===== src/rtl/mesh_ni_pkg.sv =====
// -----------------------------------------------------------------------------
// mesh_ni_pkg
// Shared definitions for the mesh terminal network interface.
//   - Packet field positions as functions of the packet width, plus the
//     values those functions give for the default 40-bit packet.
//   - rx_state_t : receive-side drain FSM states.
//   - make_pkt   : assembles a packet with a cleared next-jump field.
// Packet layout (MSB first): nxt_jmp[8] | row[4] | col[4] | mode[1] | payload.
// -----------------------------------------------------------------------------
package mesh_ni_pkg;

  localparam int PKT_MAX_W   = 64;
  localparam int PCKG_SZ_DEF = 40;

  function automatic int f_nxt_jmp_msb(input int pckg_sz);
    return pckg_sz - 1;
  endfunction

  function automatic int f_row_msb(input int pckg_sz);
    return pckg_sz - 9;
  endfunction

  function automatic int f_col_msb(input int pckg_sz);
    return pckg_sz - 13;
  endfunction

  function automatic int f_mode_bit(input int pckg_sz);
    return pckg_sz - 17;
  endfunction

  function automatic int f_payload_w(input int pckg_sz);
    return pckg_sz - 17;
  endfunction

  localparam int NXT_JMP_MSB = f_nxt_jmp_msb(PCKG_SZ_DEF);
  localparam int ROW_MSB     = f_row_msb(PCKG_SZ_DEF);
  localparam int COL_MSB     = f_col_msb(PCKG_SZ_DEF);
  localparam int MODE_BIT    = f_mode_bit(PCKG_SZ_DEF);
  localparam int PAYLOAD_W   = f_payload_w(PCKG_SZ_DEF);

  typedef enum logic [1:0] {
    IDLE = 2'd0,
    POP  = 2'd1,
    GAP  = 2'd2
  } rx_state_t;

  // Builds a packet right-aligned in PKT_MAX_W bits; the caller truncates to
  // its own packet width. Payload bits above the payload field are discarded.
  function automatic logic [PKT_MAX_W-1:0] make_pkt(
    input logic [3:0]           row,
    input logic [3:0]           col,
    input logic                 mode,
    input logic [PKT_MAX_W-1:0] payload,
    input int                   pckg_sz
  );
    logic [PKT_MAX_W-1:0] pkt;
    logic [PKT_MAX_W-1:0] mask;
    mask = (PKT_MAX_W'(1) << f_payload_w(pckg_sz)) - PKT_MAX_W'(1);
    pkt  = payload & mask;
    pkt  = pkt | (PKT_MAX_W'(mode) << f_mode_bit(pckg_sz));
    pkt  = pkt | (PKT_MAX_W'(col)  << (f_col_msb(pckg_sz) - 3));
    pkt  = pkt | (PKT_MAX_W'(row)  << (f_row_msb(pckg_sz) - 3));
    return pkt;
  endfunction

endpackage


===== src/rtl/ni_fifo.sv =====
// -----------------------------------------------------------------------------
// ni_fifo
// Synchronous FIFO with a combinational head output.
//   clk, rst_n : clock, asynchronous active-low reset (empties the FIFO)
//   i_push     : write i_wdata when not full (ignored when full)
//   i_pop      : drop the head when not empty (ignored when empty)
//   o_full     : DEPTH entries held
//   o_empty    : no entries held
//   o_head     : oldest entry, forced to 0 while empty
// DEPTH must be a power of two, >= 2.
// -----------------------------------------------------------------------------
module ni_fifo #(
  parameter int W     = 40,
  parameter int DEPTH = 4
) (
  input  logic         clk,
  input  logic         rst_n,
  input  logic         i_push,
  input  logic [W-1:0] i_wdata,
  input  logic         i_pop,
  output logic         o_full,
  output logic         o_empty,
  output logic [W-1:0] o_head
);

  localparam int AW = $clog2(DEPTH);

  logic [W-1:0] r_mem [DEPTH];
  logic [AW:0]  r_wr_ptr;
  logic [AW:0]  r_rd_ptr;
  logic         w_push_ok;
  logic         w_pop_ok;

  // Pointers carry one extra wrap bit so full and empty are distinguishable.
  assign o_empty   = (r_wr_ptr == r_rd_ptr);
  assign o_full    = (r_wr_ptr[AW] != r_rd_ptr[AW]) &&
                     (r_wr_ptr[AW-1:0] == r_rd_ptr[AW-1:0]);
  assign w_push_ok = i_push && !o_full;
  assign w_pop_ok  = i_pop  && !o_empty;

  // NOTE: sequential state is updated with <= so every register samples the
  // pre-edge values of the others, regardless of block ordering.
  always_ff @(posedge clk or negedge rst_n) begin
    if (!rst_n) begin
      r_wr_ptr <= '0;
      r_rd_ptr <= '0;
    end else begin
      if (w_push_ok) r_wr_ptr <= r_wr_ptr + 1'b1;
      if (w_pop_ok)  r_rd_ptr <= r_rd_ptr + 1'b1;
    end
  end

  // NOTE: the storage array has no reset; stale contents are never observed
  // because the head output is masked to 0 whenever the FIFO is empty.
  always_ff @(posedge clk) begin
    if (w_push_ok) r_mem[r_wr_ptr[AW-1:0]] <= i_wdata;
  end

  assign o_head = o_empty ? '0 : r_mem[r_rd_ptr[AW-1:0]];

endmodule


===== src/rtl/mesh_term_ni.sv =====
// -----------------------------------------------------------------------------
// mesh_term_ni
// Terminal network interface for one edge port of the router mesh.
//   TX: host packets (tx_push/tx_row/tx_col/tx_mode/tx_payload, tx_full) are
//       buffered and offered to the router on pndng_i_in/data_out_i_in; the
//       router's popin retires the head.
//   RX: router egress (pndng/data_out) is drained with single-cycle pop
//       pulses (IDLE -> POP -> GAP), address-checked and either queued for
//       the host (rx_valid/rx_data/rx_pop) or dropped with err_misroute.
//   Stats: tx_cnt, rx_cnt, drop_cnt saturating counters.
// Build option: define NI_STATS_EN to build the statistics counters; without
// it the three counter ports are tied to 0.
// reset is asynchronous, active low.
// -----------------------------------------------------------------------------
module mesh_term_ni
  import mesh_ni_pkg::*;
#(
  parameter int                 PCKG_SZ    = 40,
  parameter int                 FIFO_DEPTH = 4,
  parameter int                 ID_ROW     = 0,
  parameter int                 ID_COL     = 0,
  parameter logic [PCKG_SZ-18:0] BDCST     = {1'b0, {(PCKG_SZ-18){1'b1}}},
  parameter int                 CNT_W      = 16
) (
  input  logic               clk,
  input  logic               reset,
  input  logic               tx_push,
  input  logic [3:0]         tx_row,
  input  logic [3:0]         tx_col,
  input  logic               tx_mode,
  input  logic [PCKG_SZ-18:0] tx_payload,
  output logic               tx_full,
  output logic               pndng_i_in,
  output logic [PCKG_SZ-1:0] data_out_i_in,
  input  logic               popin,
  input  logic               pndng,
  input  logic [PCKG_SZ-1:0] data_out,
  output logic               pop,
  input  logic               rx_pop,
  output logic               rx_valid,
  output logic [PCKG_SZ-1:0] rx_data,
  output logic               err_misroute,
  output logic [CNT_W-1:0]   tx_cnt,
  output logic [CNT_W-1:0]   rx_cnt,
  output logic [CNT_W-1:0]   drop_cnt
);

  localparam int         P_ROW_MSB   = f_row_msb(PCKG_SZ);
  localparam int         P_COL_MSB   = f_col_msb(PCKG_SZ);
  localparam int         P_PAYLOAD_W = f_payload_w(PCKG_SZ);
  localparam logic [3:0] P_MY_ROW    = 4'(ID_ROW);
  localparam logic [3:0] P_MY_COL    = 4'(ID_COL);

  logic [PCKG_SZ-1:0] w_tx_wdata;
  logic               w_tx_empty;
  logic               w_rx_full;
  logic               w_rx_empty;
  logic               w_accept;
  logic               w_rx_push;
  logic               w_drop;
  rx_state_t          r_state;
  logic               r_err;

  // ---------------------------------------------------------------- TX path
  assign w_tx_wdata = PCKG_SZ'(make_pkt(tx_row, tx_col, tx_mode,
                                        PKT_MAX_W'(tx_payload), PCKG_SZ));

  ni_fifo #(.W(PCKG_SZ), .DEPTH(FIFO_DEPTH)) u_tx_fifo (
    .clk     (clk),
    .rst_n   (reset),
    .i_push  (tx_push),
    .i_wdata (w_tx_wdata),
    .i_pop   (popin),
    .o_full  (tx_full),
    .o_empty (w_tx_empty),
    .o_head  (data_out_i_in)
  );

  assign pndng_i_in = !w_tx_empty;

  // ---------------------------------------------------------------- RX path
  // data_out is only meaningful in POP; the router updates it during GAP.
  assign w_accept  = ((data_out[P_ROW_MSB -: 4] == P_MY_ROW) &&
                      (data_out[P_COL_MSB -: 4] == P_MY_COL)) ||
                     (data_out[P_PAYLOAD_W-1:0] == BDCST);
  assign w_rx_push = (r_state == POP) && w_accept;
  assign w_drop    = (r_state == POP) && !w_accept;
  assign pop       = (r_state == POP);

  // Full is the registered pre-edge value, so an rx_pop in the same cycle
  // cannot open the way for a pop until the following cycle.
  always_ff @(posedge clk or negedge reset) begin
    if (!reset) begin
      r_state <= IDLE;
      r_err   <= 1'b0;
    end else begin
      r_err <= w_drop;
      case (r_state)
        IDLE:    if (pndng && !w_rx_full) r_state <= POP;
        POP:     r_state <= GAP;
        GAP:     r_state <= IDLE;
        default: r_state <= IDLE;
      endcase
    end
  end

  assign err_misroute = r_err;

  ni_fifo #(.W(PCKG_SZ), .DEPTH(FIFO_DEPTH)) u_rx_fifo (
    .clk     (clk),
    .rst_n   (reset),
    .i_push  (w_rx_push),
    .i_wdata (data_out),
    .i_pop   (rx_pop),
    .o_full  (w_rx_full),
    .o_empty (w_rx_empty),
    .o_head  (rx_data)
  );

  assign rx_valid = !w_rx_empty;

  // ------------------------------------------------------------- statistics
`ifdef NI_STATS_EN
  logic [CNT_W-1:0] r_tx_cnt;
  logic [CNT_W-1:0] r_rx_cnt;
  logic [CNT_W-1:0] r_drop_cnt;
  logic             w_tx_pop_ok;

  assign w_tx_pop_ok = popin && !w_tx_empty;

  // Counters stop at all-ones instead of wrapping.
  always_ff @(posedge clk or negedge reset) begin
    if (!reset) begin
      r_tx_cnt   <= '0;
      r_rx_cnt   <= '0;
      r_drop_cnt <= '0;
    end else begin
      if (w_tx_pop_ok && (r_tx_cnt   != '1)) r_tx_cnt   <= r_tx_cnt   + 1'b1;
      if (w_rx_push   && (r_rx_cnt   != '1)) r_rx_cnt   <= r_rx_cnt   + 1'b1;
      if (w_drop      && (r_drop_cnt != '1)) r_drop_cnt <= r_drop_cnt + 1'b1;
    end
  end

  assign tx_cnt   = r_tx_cnt;
  assign rx_cnt   = r_rx_cnt;
  assign drop_cnt = r_drop_cnt;
`else
  assign tx_cnt   = '0;
  assign rx_cnt   = '0;
  assign drop_cnt = '0;
`endif

endmodule


===== config.mk =====
export PLATFORM = sky130hd
export DESIGN_NAME = mesh_term_ni
export DESIGN_NICKNAME = d
export VERILOG_FILES = /design/src/rtl/mesh_ni_pkg.sv /design/src/rtl/ni_fifo.sv /design/src/rtl/mesh_term_ni.sv
export SDC_FILE = /design/constraint.sdc
export NUM_CORES = 1
export LEC_CHECK = 0
export BUFFER_PORTS_ARGS = -buffer_cell sky130_fd_sc_hd__clkbuf_2
export CAP_MARGIN = 25
export CORE_ASPECT_RATIO = 1.5
export CORE_MARGIN = 2
export CORE_UTILIZATION = 45
export DETAILED_ROUTE_END_ITERATION = 10
export PLACE_DENSITY = 0.72
export SYNTH_ARGS = -nofsm -noshare
export SYNTH_HDL_FRONTEND = slang
export SYNTH_SLANG_ARGS = --single-unit

===== constraint.sdc =====
create_clock -name clk -period 10.2 [get_ports clk]
set_input_delay 0.51 -clock clk [delete_from_list [all_inputs] [get_ports clk]]
set_output_delay 0.51 -clock clk [all_outputs]
set_load 0.1 [all_outputs]

==> results of run 1 <==
[cell families after synthesis]
group	share of synthesized area, %
adder cells (fa/ha/maj)	1.01
AND/OR/NAND/NOR	6.19
AO/OA/AOI/OAI	0.586
buffers and inverters	5.07
XOR/XNOR	0.910
flip-flops	72.9
other	0.0303
multiplexers	13.3
[worst max-delay path: stages, from the launching register on]
cell      delay [ps]
dfrtp_2          340
buf_4            540
xor2_1           210
or3b_1           520
buf_16           220
and2_1           160
clkbuf_2         370
[stage by stage]
step           std cells  cell area, µm²  util (%)
2_1_floorplan        678           12600         -
3_3_place_gp        1098           13300      48.9
3_5_place_dp        1098           13300      48.9
4_1_cts             1147           14100      52.0
5_1_grt             1148           14100      52.1
6_report            1148           14100      52.1
[cells in the final DEF, fill, tap and decap left out, types with 5 or more instances in the layout]
cell type,count
and2_1,75
buf_4,9
clkbuf_16,27
clkbuf_2,154
clkinv_1,7
clkinv_2,6
conb_1,56
dfrtp_1,12
edfxtp_1,288
ha_1,10
inv_1,5
mux4_2,72
nand3_1,6
nand4_1,7
nor2_1,5
xnor2_1,7
[cell type report]
type / count / area [µm²] / area share (%)
Tap cell: 342 / 428 / 3.03
Timing Repair Buffer: 165 / 876 / 6.19
Multi-Input combinational cell: 285 / 2960 / 20.9
Clock buffer: 29 / 683 / 4.83
Clock inverter: 19 / 150 / 1.06
Sequential cell: 303 / 9030 / 63.8
Inverter: 5 / 18.8 / 0.133
[flip-flops by register name, indices dropped and copies added (netlist names)]
signal,count
u_tx_fifo.r_wr_ptr,3
u_rx_fifo.r_wr_ptr,3
u_rx_fifo.r_rd_ptr,3
u_tx_fifo.r_mem,128
err_misroute,1
u_tx_fifo.r_rd_ptr,3
r_state,2
u_rx_fifo.r_mem,160
[how the worst min path moves through the flow]
stage,to,cells past startpoint,slack (ps),start
final,u_tx_fifo.r_mem[2][4],1,190,tx_payload[4]
after global routing,u_tx_fifo.r_mem[0][4],1,180,tx_payload[4]
after CTS,u_tx_fifo.r_mem[2][4],1,160,tx_payload[4]
after detailed placement,r_state[1],1,450,r_state[1]
after global placement,r_state[1],1,440,r_state[1]
after floorplan,err_misroute,0,210,reset
[per-layer routing]
metal | vias up | wire (µm) | part of all wire [%] | global-route usage, %
met4 | 0 | 522 | 2.3 | 4.98
li1 | 2667 | - | - | -
met1 | 3073 | 8660 | 38 | 18.8
met5 | - | 0 | 0 | 0
met2 | 199 | 12100 | 53 | 28.0
met3 | 33 | 1530 | 6.7 | 3.44
==> results.py, run 1 <==
metrics = {
    "sta": {
        "fin_crit_sh_pct": 33.7,
        "fmax_ghz": 0.291,
        "drv_slew": 0,
        "whs_ps": 192,
        "period_needed_ps": 3430,
        "rsz0062_at_grt": "no",
        "fin_skew_ps": 7.65,
        "worst_slack_ps": 6770,
        "finalHoldViolCount": 0,
        "slew_headroom_pct": 38.9,
        "tns_ps": 0,
        "setup_viol": 0,
        "worst_pin_slew_ps": 917,
    },
    "die": {
        "io_pins": 211,
        "dieArea_mm2": 0.0289,
        "row_count": 74,
        "initial_utilization_pct": 45.6,
        "die-height_um": 207,
        "core_mm2": 0.0271,
        "fp.dieW_um": 139,
    },
    "clock_network": {
        "clock-root-buffer": "clkbuf_16",
        "htreeDepth": 1,
        "postCtsSetupRepairBufs": 0,
        "insertion_delay_ps": 530,
        "clock_sinks": 303,
        "cts_tree": "yes",
        "numCtsBuffers": 27,
        "holdBufCountCts": 1,
        "clk_pin_slew_worst_paths_ps": 70,
        "clockBufferDepth": 3,
        "post_cts_resized": 0,
    },
    "grt": {
        "track_usage_pct": 15.7,
        "grt_max_degree": 43,
        "grt-ovfl-total": 0,
        "grt_pass1_wl_um": 35000,
        "antenna_found_initial": 0,
        "grt_pass1_vias": 6143,
    },
    "critical_path": {
        "start_kind": "flip-flop",
        "r2r_start": "u_tx_fifo.r_rd_ptr[0]",
        "r2r_setup_slack_ps": 7520,
        "startpoint": "u_tx_fifo.r_rd_ptr[0]",
        "cp-endpoint": "data_out_i_in[9]",
        "worst_r2r_path_depth": 4,
        "worstSetupPathType": "flip-flop to output port",
        "cp-end-kind": "output port",
        "worstPathRequired_ps": 9690,
        "crit_arrival_ps": 2920,
        "crit_fanout": 35,
        "r2r-end": "u_tx_fifo.r_mem[3][23]",
    },
    "finish": {
        "n_fill_cell": 2149,
        "drive_above_1_share_pct": 36.1,
        "syn2layout_area_growth_pct": 14.3,
        "nNetsFinal": 875,
        "num_antenna_cells": 0,
    },
    "synthesis": {
        "synth_area_leaders": "edfxtp_1 70%, mux4_2 13%, and2_1 4.0%",
        "synth_cells": 623,
        "async_reset_ff_share_pct": 4.95,
        "synth_edf_count": 288,
        "synth-seq-cells": 303,
        "synth_largest_area_cell": "edfxtp_1",
        "synth.most_common_cell": "edfxtp_1",
        "ys.warnings.count": 0,
        "synthDistinctLibCells": 38,
        "syn-mean-instance-area_um2": 19.9,
        "synthTopCellsByCount": "288 x edfxtp_1, 79 x and2_1, 72 x mux4_2",
        "yosysTopAreaCellShare_pct": 69.9,
        "syn-cell-area_mm2": 0.0124,
        "ys_seq_area_share_pct": 72.9,
        "synth_flop_cell": "edfxtp_1",
    },
    "routing": {
        "vias_per_cell": 5.20,
        "ant_nets": 0,
        "route.detailed.drc": 0,
        "drt-total-wl_um": 22800,
        "routedWlPerCell_um": 19.9,
        "drt_first_pass_iters": 4,
        "drt_iter0_markers": 314,
        "dr_total_vias": 5972,
    },
    "place": {
        "place.port_buffers": 154,
        "dp_hpwl_um": 14200,
        "dp_slack_ps": 6750,
        "gp_congestion": 0.789,
    },
    "flow_run": {
        "maxCapViolCount": 0,
    },
    "run_status": {
        "outcome": "finished clean",
    },
    "worst_hold_path": {
        "hold_class": "input port to flip-flop",
    },
}
Power of run 1 is not shown: default switching activity piles up to over one toggle a cycle in this logic, so the estimate is an artifact.
==> inputs of run 2 (changes only) <==
PLACE_DENSITY = 0.75   (was 0.72)
clock period = 3 ns   (was 10.2 ns; I/O delays follow)
==> run 2 against run 1 <==
Net effect:
- core utilization grew 7.6 points
- critical path type unchanged
- via count increased by 6.3%
- register-to-register slack worse by 6800 ps
==> results.py, run 2 (synthesis results as in run 1) <==
metrics = {
    "run_status": {
        "outcome": "finished clean",
    },
    "die": {
        "dieArea_mm2": 0.0289,
        "initial_utilization_pct": 45.6,
        "die-height_um": 207,
        "core_mm2": 0.0271,
        "fp.dieW_um": 139,
        "io_pins": 211,
        "row_count": 74,
    },
    "sta": {
        "worst_pin_slew_ps": 899,
        "fin_skew_ps": 6.49,
        "setup_viol": 0,
        "period_needed_ps": 2730,
        "slew_headroom_pct": 40.0,
        "fin_crit_sh_pct": 91.0,
        "finalHoldViolCount": 0,
        "fmax_ghz": 0.366,
        "rsz0062_at_grt": "no",
        "drv_slew": 0,
        "tns_ps": 0,
    },
    "flow_run": {
        "maxCapViolCount": 0,
    },
    "grt": {
        "track_usage_pct": 16.9,
        "grt-ovfl-total": 0,
        "grt_pass1_vias": 6913,
        "grt_max_degree": 43,
        "antenna_found_initial": 0,
        "grt_pass1_wl_um": 38200,
    },
    "place": {
        "dpl.cell_count": 1109,
        "dp_hpwl_um": 15100,
        "place.port_buffers": 154,
        "gp_congestion": 0.752,
    },
    "critical_path": {
        "slowest_stage": "or3b_1",
        "r2r-end": "u_rx_fifo.r_mem[0][33]",
        "worst_r2r_path_depth": 5,
        "cp-end-kind": "output port",
        "r2r_start": "u_rx_fifo.r_rd_ptr[2]",
        "start_kind": "flip-flop",
        "r2r_setup_slack_ps": 680,
        "cp-endpoint": "rx_data[36]",
        "crit_top_cell": "buf_12",
        "worstPathRequired_ps": 2850,
        "crit_fanout": 29,
        "crit_arrival_ps": 2580,
        "startpoint": "u_rx_fifo.r_rd_ptr[2]",
        "worstSetupPathType": "flip-flop to output port",
        "cpPeakStageDelay_ps": 640,
        "cp_cell_sequence": "xnor2_1 > or3b_1 > buf_12 > and2_1 > buf_12",
    },
    "clock_network": {
        "numCtsBuffers": 27,
        "insertion_delay_ps": 540,
        "clock_sinks": 303,
        "htreeDepth": 1,
        "clockBufferDepth": 3,
        "post_cts_resized": 0,
        "cts_tree": "yes",
        "clock-root-buffer": "clkbuf_16",
        "clk_pin_slew_worst_paths_ps": 60,
    },
    "finish": {
        "layout_common_cells": "288 x edfxtp_1, 80 x clkbuf_2, 79 x buf_12, 77 x dlygate4sd3_1, 75 x and2_1",
        "n_fill_cell": 1893,
        "multi_input_area_mm2": 0.00298,
        "nNetsFinal": 961,
        "final_common_cell": "edfxtp_1",
        "largest_reg_flops": 160,
        "layout.area.seq_mm2": 0.00903,
        "final_core_util_pct": 59.7,
        "drive_above_1_share_pct": 33.8,
        "final_cell_count_no_fill": 1236,
        "syn2layout_area_growth_pct": 31.0,
        "num_antenna_cells": 0,
    },
    "routing": {
        "routedWlPerCell_um": 19.5,
        "drt-total-wl_um": 24100,
        "drt_iter0_markers": 281,
        "drt_first_pass_iters": 4,
        "dr_total_vias": 6347,
        "route.detailed.drc": 0,
        "ant_nets": 0,
        "vias_per_cell": 5.14,
    },
    "worst_hold_path": {
        "hold_class": "input port to async pin",
    },
}
-- run 2: cell types whose count changed in the layout (fill, tap and decap cells not counted), moves of 2 or more --
cell / change
clkbuf_2: -74
buf_4: +6
inv_6: -2
clkbuf_1: +5
bufinv_16: +2
nor3b_2: -4
buf_12: +79
nor3b_4: +4
clkinv_1: -3
dlygate4sd3_1: +76
-- run 2: cell type report --
| cell class | count | area share [%] |
|---|---|---|
| clock buffers | 34 | 4.33 |
| clock inverters | 16 | 1.14 |
| inverters | 5 | 0.116 |
| multi-input cells | 285 | 18.4 |
| flip-flops and latches | 303 | 55.7 |
| well taps | 342 | 2.64 |
| repair buffers | 251 | 17.7 |
-- run 2: routing by layer --
layer  vias up  wire length [µm]  global-route usage (%)
li1       2836                 -                       -
met1      3231              9060                    20.3
met2       243             13100                    31.0
met3        37              1450                    3.05
met4         0               498                    4.98
met5         -                 0                       0
-- run 2: how the worst min path moves through the flow --
stage	from	end	slack, ps
after floorplan	reset	err_misroute	-150
after global placement	reset	u_rx_fifo.r_wr_ptr[2]	90
after detailed placement	reset	u_rx_fifo.r_wr_ptr[2]	90
after CTS	reset	u_rx_fifo.r_wr_ptr[2]	80
after global routing	reset	u_rx_fifo.r_wr_ptr[2]	120
final	reset	u_rx_fifo.r_wr_ptr[2]	110
-- run 2: stage by stage --
| stage | hold WS, ps | worst slack (ps) | area, µm² |
|---|---|---|---|
| after detailed placement | 87.1 | 626 | 14600 |
| after CTS | 82.1 | 171 | 16200 |
| after global routing | 119 | 98.8 | 16200 |
| after global placement | 90.9 | 648 | 14600 |
| final | 113 | 270 | 16200 |
| after floorplan | -146 | 48.1 | 12600 |
-- run 2: worst max-delay path: cells and delay by family, from the launching register on --
kind                   cells  cell delay [ps]
AND/OR/NAND/NOR            2              830
flip-flops                 1              400
buffers and inverters      2              450
XOR/XNOR                   1              350
-- run 2: timing repair --
item                      CTS  global route
hold endpoints to repair  311             0
hold buffers               77             0
buffers inserted            0             0
Power of run 2 is left out for the same reason.
